**src/rtl/sar_pkg.sv**
```systemverilog
// Shared types for the SAR bit-trial pulse sequencer.
package sar_pkg;

  typedef enum logic [1:0] {
    IDLE,
    SHIFT,
    DONE
  } seq_state_e;

  typedef enum logic {
    DIR_MSB_FIRST = 1'b0,
    DIR_LSB_FIRST = 1'b1
  } seq_dir_e;

  localparam int unsigned SAR_N_BITS_DEFAULT = 10;

endpackage

```
**src/rtl/sar_pulse_seq.sv**
```systemverilog
// Walks a single token across N_BITS SAR bit-trial taps, one tap per clock.
// Define SAR_PULSE_SEQ_STRETCH_EN to keep visited taps high until DONE (thermometer output).
module sar_pulse_seq
  import sar_pkg::*;
#(
  parameter  int unsigned N_BITS = SAR_N_BITS_DEFAULT,
  localparam int unsigned IDX_W  = $clog2(N_BITS)
) (
  input  logic              i_clk,
  input  logic              i_arstn,
  input  logic              i_start,
  input  logic              i_dir,
  input  logic              i_abort,
  output logic [N_BITS-1:0] o_taps,
  output logic [IDX_W-1:0]  o_tap_idx,
  output logic              o_busy,
  output logic              o_done,
  output logic              o_overrun
);

  localparam logic [N_BITS-1:0] TAP_ONE  = N_BITS'(1);
  localparam logic [IDX_W-1:0]  IDX_LAST = IDX_W'(N_BITS - 1);

  seq_state_e state_q;
  seq_dir_e   dir_q;

  seq_dir_e          start_dir;
  logic [IDX_W-1:0]  first_idx;
  logic [IDX_W-1:0]  step_idx;
  logic [N_BITS-1:0] step_taps;
  logic              last_tap;

  // The active tap is tracked by index; the output vector is rebuilt from it.
  always_comb begin
    start_dir = seq_dir_e'(i_dir);
    first_idx = (start_dir == DIR_LSB_FIRST) ? '0 : IDX_LAST;
    last_tap  = (dir_q == DIR_LSB_FIRST) ? (o_tap_idx == IDX_LAST) : (o_tap_idx == '0);
    step_idx  = (dir_q == DIR_LSB_FIRST) ? o_tap_idx + IDX_W'(1) : o_tap_idx - IDX_W'(1);
`ifdef SAR_PULSE_SEQ_STRETCH_EN
    step_taps = o_taps | (TAP_ONE << step_idx);
`else
    step_taps = TAP_ONE << step_idx;
`endif
  end

  always_ff @(posedge i_clk or negedge i_arstn) begin
    if (!i_arstn) begin
      state_q   <= IDLE;
      dir_q     <= DIR_MSB_FIRST;
      o_taps    <= '0;
      o_tap_idx <= '0;
      o_busy    <= 1'b0;
      o_done    <= 1'b0;
      o_overrun <= 1'b0;
    end else begin
      o_done    <= 1'b0;
      o_overrun <= 1'b0;
      if (i_abort) begin
        state_q   <= IDLE;
        o_taps    <= '0;
        o_tap_idx <= '0;
        o_busy    <= 1'b0;
      end else begin
        case (state_q)
          // A start in the DONE cycle is accepted exactly like one in IDLE.
          IDLE, DONE: begin
            if (i_start) begin
              state_q   <= SHIFT;
              dir_q     <= start_dir;
              o_tap_idx <= first_idx;
              o_taps    <= TAP_ONE << first_idx;
              o_busy    <= 1'b1;
            end else begin
              state_q   <= IDLE;
              o_taps    <= '0;
              o_tap_idx <= '0;
              o_busy    <= 1'b0;
            end
          end
          SHIFT: begin
            o_overrun <= i_start;
            if (last_tap) begin
              state_q   <= DONE;
              o_taps    <= '0;
              o_tap_idx <= '0;
              o_busy    <= 1'b0;
              o_done    <= 1'b1;
            end else begin
              o_tap_idx <= step_idx;
              o_taps    <= step_taps;
            end
          end
          default: begin
            state_q   <= IDLE;
            o_taps    <= '0;
            o_tap_idx <= '0;
            o_busy    <= 1'b0;
          end
        endcase
      end
    end
  end

endmodule

```
**config.mk**
```make
export PLATFORM = sky130hd
export DESIGN_NAME = sar_pulse_seq
export DESIGN_NICKNAME = d
export VERILOG_FILES = /design/src/rtl/sar_pkg.sv /design/src/rtl/sar_pulse_seq.sv
export SDC_FILE = /design/constraint.sdc
export NUM_CORES = 1
export LEC_CHECK = 0
export BUFFER_PORTS_ARGS = -buffer_cell sky130_fd_sc_hd__buf_2
export CAP_MARGIN = 0
export CORE_MARGIN = 10
export CORE_UTILIZATION = 45
export CTS_CLUSTER_SIZE = 16
export DETAILED_ROUTE_END_ITERATION = 8
export MAX_ROUTING_LAYER = met4
export PLACE_DENSITY = 0.76
export SKIP_CTS_REPAIR_TIMING = 1
export SLEW_MARGIN = 20
export SYNTH_ARGS = -nofsm -noshare
export SYNTH_HDL_FRONTEND = slang
export SYNTH_SLANG_ARGS = --single-unit
export TNS_END_PERCENT = 1
```
**constraint.sdc**
```tcl
create_clock -name i_clk -period 1.9 [get_ports i_clk]
set_clock_uncertainty 0.05 [all_clocks]
set_input_delay 0.19 -clock i_clk [delete_from_list [all_inputs] [get_ports i_clk]]
set_output_delay 0.19 -clock i_clk [all_outputs]
set_load 0.05 [all_outputs]
```
==> results of run 1 <==
==> where the power goes <==
group	leakage [nW]	total, mW	internal (mW)	switching [mW]
registers	0.257	0.439	0.424	0.0147
logic	0.337	0.381	0.151	0.230
clock network	0.0150	0.195	0.0817	0.114
total	0.608	1.02	0.657	0.359
==> placed cells by master, fill, tap and decap left out, types with 2 or more instances in the layout <==
master	instances
nor2_1	5
nand2b_1	2
inv_1	4
buf_4	6
and2_1	3
clkbuf_4	3
buf_2	21
nor3_1	3
a21oi_1	2
nor3b_1	3
nand2_1	2
dfrtp_2	2
ha_1	6
dfrtp_1	17
and3_1	4
o21a_1	3
nand3_1	2
==> worst max-delay path, stage by stage (launching register included) <==
cell and delay [ns]:
dfrtp_2 0.43, ha_1 0.32, a21o_2 0.24, a21oi_4 0.21, xnor2_4 0.12, and3_4 0.22
and2_1 0.15
==> stage by stage <==
| stage | total power, mW | hold slack [ns] |
|---|---|---|
| after floorplan | 0.652 | -0.156 |
| after global placement | 0.750 | 0.0885 |
| after detailed placement | 0.759 | 0.0930 |
| after CTS | 0.961 | -0.243 |
| after global routing | 1.08 | 0.0989 |
| final | 1.02 | 0.106 |
==> logic make-up after synthesis <==
group	share of synthesized area
AND/OR/NAND/NOR	0.206
flip-flops	0.541
AO/OA/AOI/OAI	0.0896
adder cells (fa/ha/maj)	0.108
buffers and inverters	0.0256
XOR/XNOR	0.0299
==> cells in the mapped netlist, types with 2 or more instances <==
cell,number,area share
inv_1,4,0.017
nand3_1,2,0.011
a21oi_1,3,0.017
o21a_1,3,0.026
nor3_1,4,0.023
nor2_1,5,0.021
nor3b_1,3,0.026
and3_1,5,0.036
xor2_1,2,0.020
dfrtp_1,19,0.54
nand2b_1,2,0.014
nand2_1,2,0.0085
and2_1,3,0.021
ha_1,6,0.085
==> layout make-up <==
cell class,count,area share
Clock buffer,4,0.0225
Inverter,4,0.0129
Multi-Input combinational cell,51,0.391
Tap cell,25,0.0268
Timing Repair Buffer,28,0.137
Sequential cell,19,0.410
==> sequential cells by signal, indices dropped and copies added (netlist names) <==
| signal | cells |
|---|---|
| o_overrun | 1 |
| o_tap_idx | 4 |
| o_busy | 1 |
| state_q | 1 |
| dir_q | 1 |
| o_done | 1 |
| o_taps | 10 |
==> final timing paths <==
path	startpoint	to	slack (ns)
setup / recovery	o_tap_idx[1]	o_taps[3]	0.07
hold reg to reg	o_busy	o_taps[0]	0.55
max in group asynchronous	i_arstn	o_tap_idx[0]	1.18
min in group asynchronous	i_arstn	o_taps[4]	0.31
hold / removal	i_dir	dir_q	0.11
setup reg to reg	o_tap_idx[1]	o_taps[3]	0.07
==> routing by layer <==
| metal | track usage | part of all wire |
|---|---|---|
| met1 | 0.106 | 0.41 |
| met2 | 0.154 | 0.52 |
| met3 | 0.0383 | 0.056 |
| met4 | 0.0508 | 0.011 |
| met5 | - | 0 |
==> flow_metrics.tcl, run 1 <==
set metrics [dict create \
    vdd_drop_max_mv 0.485 \
    fillerInstances 138 \
    htreeDepth 1 \
    cts.sinks 19 \
    arrival_ns 1.97 \
    routed_wl_um 1910 \
    worst_slack_ns 0.0698 \
    drv_cap 0 \
    cp-start-kind "flip-flop" \
    io_buffers 21 \
    synth_area_um2 880 \
    critPathCaptureType "flip-flop" \
    fin_util 0.654 \
    grt_max_degree 20 \
    status "finished, final reports clean" \
    synthArstFlopShare 1.00 \
    grt_pass1_vias 688 \
    syn_avg_cell_area_um2 11.7 \
    hpwl_um 1450 \
    num_antenna_cells 0 \
    place.gp.congestion 0.805 \
    required_ns 2.04 \
    power_density_nw_per_um2 871 \
    hold_path.class "input port to flip-flop" \
    grt_pass1_wl_um 3200 \
    drv_slew 0 \
    synth_cells 75 \
    layout.cells.non_filler 131 \
    leakage_nw 0.608 \
    pre_cts_slack_ns -0.0174 \
    cts_root_buf "clkbuf_4" \
    hold_depth 3 \
    ys_seq_area_frac 0.541 \
    synth-seq-cells 19 \
    layout.nets 119 \
    first_iter_violations 9 \
    cts_tree "yes" \
    core_area_um2 1780 \
    finalHoldViolCount 0 \
    ys_types 26 \
    multiInputGateArea_um2 455 \
    ant_nets 0 \
    fin_crit_sh 0.963 \
    path_clk_slew_ns 0.09 \
    clock_latency_ns 0.29 \
    vias 657 \
    vias_per_cell 5.02 \
    grt-ovfl-total 0 \
    clockBufferDepth 2 \
    rr_worst_depth 6 \
    min_period_ns 1.83 \
    syn_nets 87 \
    die_height_um 64.2 \
    ys_warn_count 0 \
    cts_made_buffers 3 \
    area_growth_pct 32.6 \
    design_area_um2 1170 \
    antenna_found_initial 0 \
    synth_edf_count 0 \
    dr.pass1.iters 4 \
    seqCellArea_um2 478 \
    rsz0062_at_grt "yes" \
    clock.fmax_mhz 546 \
    dieArea_um2 4120 \
    die_w_um 64.2 \
    post_drt_wl_per_cell_um 14.6 \
    rows 15 \
    cp_max_fo 7 \
    io_pins 22 \
    place_area_um2 1060 \
    placedCellCount 126 \
    setup_viol 0 \
    critical_path_class "flip-flop to flip-flop" \
    synthFlopType "dfrtp_1" \
    fin_setup_tns_ns 0 \
    drive_above_1_share 0.396 \
    initial_core_util 0.493 \
    worst_pin_slew_ns 0.414 \
    post-route-drc-count 0 \
    relSlewSlack 0.723 \
    grt_usage 0.0984 \
]
Note: power is estimated with default switching activity, not from simulation.
==> run 2, diff against run 1 <==
--- a/config.mk
+++ b/config.mk
@@ -8,11 +8,12 @@
 export BUFFER_PORTS_ARGS = -buffer_cell sky130_fd_sc_hd__buf_2
 export CAP_MARGIN = 0
 export CORE_MARGIN = 10
-export CORE_UTILIZATION = 45
-export CTS_CLUSTER_SIZE = 16
+export CORE_UTILIZATION = 50
+export CTS_CLUSTER_SIZE = 8
 export DETAILED_ROUTE_END_ITERATION = 8
 export MAX_ROUTING_LAYER = met4
-export PLACE_DENSITY = 0.76
+export PLACE_DENSITY = 0.8
+export SETUP_SLACK_MARGIN = 0.5
 export SKIP_CTS_REPAIR_TIMING = 1
 export SLEW_MARGIN = 20
 export SYNTH_ARGS = -nofsm -noshare
==> constraint.sdc (replaced) <==
create_clock -name i_clk -period 2.33 [get_ports i_clk]
set_clock_uncertainty 0.05 [all_clocks]
set_input_delay 0.233 -clock i_clk [delete_from_list [all_inputs] [get_ports i_clk]]
set_output_delay 0.233 -clock i_clk [all_outputs]
set_load 0.05 [all_outputs]
==> flow_metrics.tcl, run 2 (same netlist as run 1, synthesis figures left out) <==
set metrics [dict create \
    status "finished, final reports clean" \
    layout_commonest_cell "buf_2" \
    relSlewSlack 0.733 \
    vdd_drop_max_mv 0.442 \
    grt_util_met2 0.171 \
    grt_usage 0.102 \
    fillerInstances 118 \
    critPathCaptureType "flip-flop" \
    ant_nets 0 \
    final_cell_mix "21 x buf_2, 15 x dfrtp_1, 9 x buf_4" \
    path_clk_slew_ns 0.11 \
    first_iter_violations 6 \
    vias_per_cell 5.21 \
    clock.fmax_mhz 553 \
    worst_pin_slew_ns 0.401 \
    layout.nets 122 \
    place.gp.congestion 0.872 \
    required_ns 2.51 \
    cts_made_buffers 3 \
    initial_core_util 0.521 \
    fin_util 0.704 \
    dieArea_um2 3840 \
    finalHoldViolCount 0 \
    grt_max_degree 20 \
    cp_max_fo 5 \
    drv_slew 0 \
    io_buffers 21 \
    crit_start "dir_q" \
    largest_reg_flops 10 \
    grt_pass1_vias 629 \
    arrival_ns 1.99 \
    grt_pass1_wl_um 2790 \
    min_period_ns 1.81 \
    rows 15 \
    critical_path_class "flip-flop to flip-flop" \
    use_met1 0.112 \
    antenna_found_initial 0 \
    grt-ovfl-total 0 \
    vias 656 \
    busiest_layer "met2" \
    hold_path.class "input port to flip-flop" \
    drive_above_1_share 0.486 \
    post-route-drc-count 0 \
    critPathMaxStageDelay_ns 0.45 \
    die_w_um 61.9 \
    worstReg2RegEnd "o_taps[4]" \
    power_density_nw_per_um2 710 \
    fin_crit_sh 0.776 \
    cp.depth 5 \
    rsz0062_at_grt "yes" \
    grt_use_met3 0.0224 \
    core_area_um2 1690 \
    fin_setup_tns_ns 0 \
    crit_chain "buf_4 -> fa_2 -> xor2_2 -> nor4_4 -> and3_1" \
    clock_latency_ns 0.30 \
    dr.pass1.iters 4 \
    crit_end "o_taps[4]" \
    crit_buf_inv 1 \
    num_antenna_cells 0 \
    path_delay_family "simple AND/OR/NAND/NOR gates" \
    cts_root_buf "clkbuf_4" \
    setup_viol 0 \
    io_pins 22 \
    die_height_um 61.9 \
    htreeDepth 1 \
    cts_tree "yes" \
    clockBufferDepth 2 \
    drv_cap 0 \
    routed_wl_um 1930 \
    area_growth_pct 35.3 \
    r2r_slack_ns 0.52 \
    largest-register "o_taps" \
    cp-start-kind "flip-flop" \
    slowest_stage "dfrtp_2" \
    largestRegisters "o_taps (10), o_tap_idx (4)" \
    leakage_nw 0.622 \
    cts.sinks 19 \
    hpwl_um 1380 \
    rr_worst_depth 5 \
    r2r_start "dir_q" \
    post_drt_wl_per_cell_um 15.3 \
]
## run 2: cell types whose count changed in the layout (fill, tap and decap cells not counted), sizes merged
| cell | previous run | this run |
|---|---|---|
| buf | 27 | 30 |
| clkbuf | 4 | 3 |
| clkinv | 0 | 1 |
## run 2: how the worst min path moves through the flow
stage            start         to  slack [ns]  depth (start not counted)
4_1_cts        i_arstn  o_taps[2]       -0.20                          1
2_1_floorplan  i_arstn      dir_q       -0.11                          0
3_5_place_dp   i_arstn  o_taps[4]        0.14                          1
5_1_grt          i_dir      dir_q        0.16                          3
3_3_place_gp   i_arstn  o_taps[1]        0.13                          1
6_report         i_dir      dir_q        0.13                          3
## run 2: final cells by class
class / instances / area (um2) / area share
clock inverter: 1 / 5.00 / 0.00421
inverter: 4 / 15.0 / 0.0126
multi-input combinational: 51 / 463 / 0.389
tap: 17 / 21.3 / 0.0179
timing repair buffer: 31 / 183 / 0.154
sequential: 19 / 480 / 0.404
clock buffer: 3 / 22.5 / 0.0189
## run 2: worst register-to-register path, stage by stage (launching register included)
cell and delay (ns):
dfrtp_2 0.45, buf_4 0.15, fa_2 0.35, xor2_2 0.20, nor4_4 0.34, and3_1 0.20
## run 2: per-stage QoR
stage	instances	setup WS [ns]	area, um2	hold slack, ns	power [mW]
global placement	112	0.467	1040	0.133	0.602
floorplan	75	0.455	923	-0.113	0.553
finish	126	0.522	1190	0.129	0.845
CTS	116	0.370	1070	-0.198	0.769
detailed placement	112	0.408	1040	0.136	0.606
global route	126	0.458	1190	0.155	0.886
## run 2: per-layer routing
metal / vias to the layer above / part of all wire / routed length [um]
li1: 322 / - / -
met1: 311 / 0.45 / 860
met2: 19 / 0.49 / 953
met3: 4 / 0.042 / 81
met4: 0 / 0.017 / 33
met5: - / 0 / 0
## run 2: power by group
group / switching, mW / leakage, nW / internal, mW
sequential: 0.0170 / 0.254 / 0.347
clock: 0.0988 / 0.0177 / 0.0640
combinational: 0.184 / 0.351 / 0.134
total: 0.299 / 0.622 / 0.545
==> run 3, diff against run 2 <==
==> constraint.sdc (replaced) <==
create_clock -name i_clk -period 1.8 [get_ports i_clk]
set_clock_uncertainty 0.05 [all_clocks]
set_input_delay 0.18 -clock i_clk [delete_from_list [all_inputs] [get_ports i_clk]]
set_output_delay 0.18 -clock i_clk [all_outputs]
set_load 0.05 [all_outputs]
==> flow_metrics.tcl, run 3 (same netlist as run 1, synthesis figures left out) <==
set metrics [dict create \
    worst_pin_slew_ns 0.436 \
    vias 678 \
    combPwrFrac 0.405 \
    vias_per_cell 5.26 \
    largestRegisters "o_taps (10), o_tap_idx (4)" \
    layout_commonest_cell "buf_2" \
    drv_slew 0 \
    drv_cap 0 \
    first_iter_violations 8 \
    r2r_start "dir_q" \
    swShare 0.352 \
    cts_root_buf "clkbuf_4" \
    crit_buf_inv 1 \
    rsz0062_at_grt "yes" \
    hold_end "dir_q" \
    rows 15 \
    cts_tree "yes" \
    core_area_um2 1690 \
    drive_above_1_share 0.491 \
    dr.pass1.iters 3 \
    post-route-drc-count 0 \
    status "finished, final reports clean" \
    min_from "i_dir" \
    routed_wl_um 2080 \
    pre_cts_slack_ns -0.0357 \
    largest_reg_flops 10 \
    fin_crit_sh 0.981 \
    layout.nets 125 \
    die_w_um 61.9 \
    critPathCaptureType "flip-flop" \
    p_int_mw 0.735 \
    seqPwrFrac 0.412 \
    cts_made_buffers 3 \
    slowest_stage "dfrtp_1" \
    place.gp.congestion 0.798 \
    critPathMaxStageDelay_ns 0.43 \
    busiest_layer "met2" \
    rr_worst_depth 7 \
    clock.fmax_mhz 566 \
    required_ns 1.99 \
    clock_power_share 0.183 \
    hpwl_um 1490 \
    critical_path_class "flip-flop to flip-flop" \
    cp_max_fo 6 \
    clock_latency_ns 0.29 \
    grt-ovfl-total 0 \
    min_period_ns 1.77 \
    clockBufferDepth 2 \
    leakage_nw 0.636 \
    r2r_slack_ns 0.03 \
    total_power_mw 1.14 \
    worstReg2RegEnd "o_taps[1]" \
    io_buffers 21 \
    use_met1 0.107 \
    cts.sinks 19 \
    dieArea_um2 3840 \
    hold_depth 3 \
    grt_pass1_wl_um 3080 \
    path_clk_slew_ns 0.10 \
    place_area_um2 1090 \
    fillerInstances 107 \
    htreeDepth 1 \
    setup_viol 0 \
    power_density_nw_per_um2 915 \
    largest-register "o_taps" \
    grt_util_met2 0.193 \
    hold_path.class "input port to flip-flop" \
    arrival_ns 1.95 \
    grt_usage 0.112 \
    final_cell_mix "19 x buf_2, 16 x dfrtp_1, 10 x buf_4" \
    ant_nets 0 \
    design_area_um2 1240 \
    p_sw_mw 0.400 \
    fin_setup_tns_ns 0 \
    grt_pass1_vias 728 \
    io_pins 22 \
    path_delay_family "flip-flops" \
    cp-start-kind "flip-flop" \
    num_antenna_cells 0 \
    finalHoldViolCount 0 \
    area_growth_pct 41.0 \
    grt_max_degree 20 \
    die_height_um 61.9 \
    relSlewSlack 0.709 \
    crit_chain "inv_2 -> ha_4 -> a21o_2 -> a21oi_4 -> xnor2_4 -> and3_4 -> and2_1" \
    antenna_found_initial 0 \
    initial_core_util 0.521 \
    fin_util 0.734 \
    vdd_drop_max_mv 0.544 \
    grt_use_met3 0.0285 \
    post_drt_wl_per_cell_um 16.1 \
    worst_slack_ns 0.0335 \
]
[run 3: cell count changes in the layout (fill, tap and decap cells not counted), sizes merged]
cell / before / now
buf: 30 / 32
clkbuf: 3 / 5
clkinv: 1 / 0
[run 3: stage by stage]
stage               std cells  hold WS, ns
CTS                       123       -0.248
detailed placement        119       0.0830
floorplan                  75       -0.166
global placement          119       0.0768
finish                    129       0.0796
global route              129       0.0982
[run 3: per-layer routing]
layer	wire (um)	up-vias
met5	0	-
met4	42	0
met3	104	6
met2	1080	17
met1	852	326
li1	-	329
[run 3: worst max path at each step]
stage,cells past startpoint,from,endpoint,slack (ns)
floorplan,5,o_tap_idx[1],o_taps[4],-0.08
global placement,5,dir_q,o_taps[4],-0.008
detailed placement,5,dir_q,o_taps[4],-0.04
CTS,5,dir_q,o_taps[4],-0.06
global route,5,dir_q,o_taps[9],-0.07
finish,7,dir_q,o_taps[1],0.03
[run 3: power groups by stage]
stage / registers [mW] / clock network [mW] / logic [mW]
floorplan: 0.534 / 0 / 0.182
global placement: 0.476 / 0 / 0.355
detailed placement: 0.478 / 0 / 0.364
CTS: 0.469 / 0.217 / 0.365
global route: 0.472 / 0.234 / 0.492
finish: 0.468 / 0.207 / 0.460
[run 3: final cells by class]
class                   instances  area [um2]  area share
multi-input cells              51         473       0.381
well taps                      17        21.3      0.0172
inverters                       4        15.0      0.0121
clock buffers                   4        26.3      0.0212
flip-flops and latches         19         479       0.386
repair buffers                 34         225       0.182
[run 3: worst reg2reg max path, delay by kind of cell, from the launching register on]
family,cells,cell delay (ns)
and+or+nand+nor,2,0.35
xor gates and xnor gates,1,0.17
AOI/OAI and AO/OA,2,0.40
DFF,1,0.43
buffers and inverters,1,0.11
adders and majority gates,1,0.20
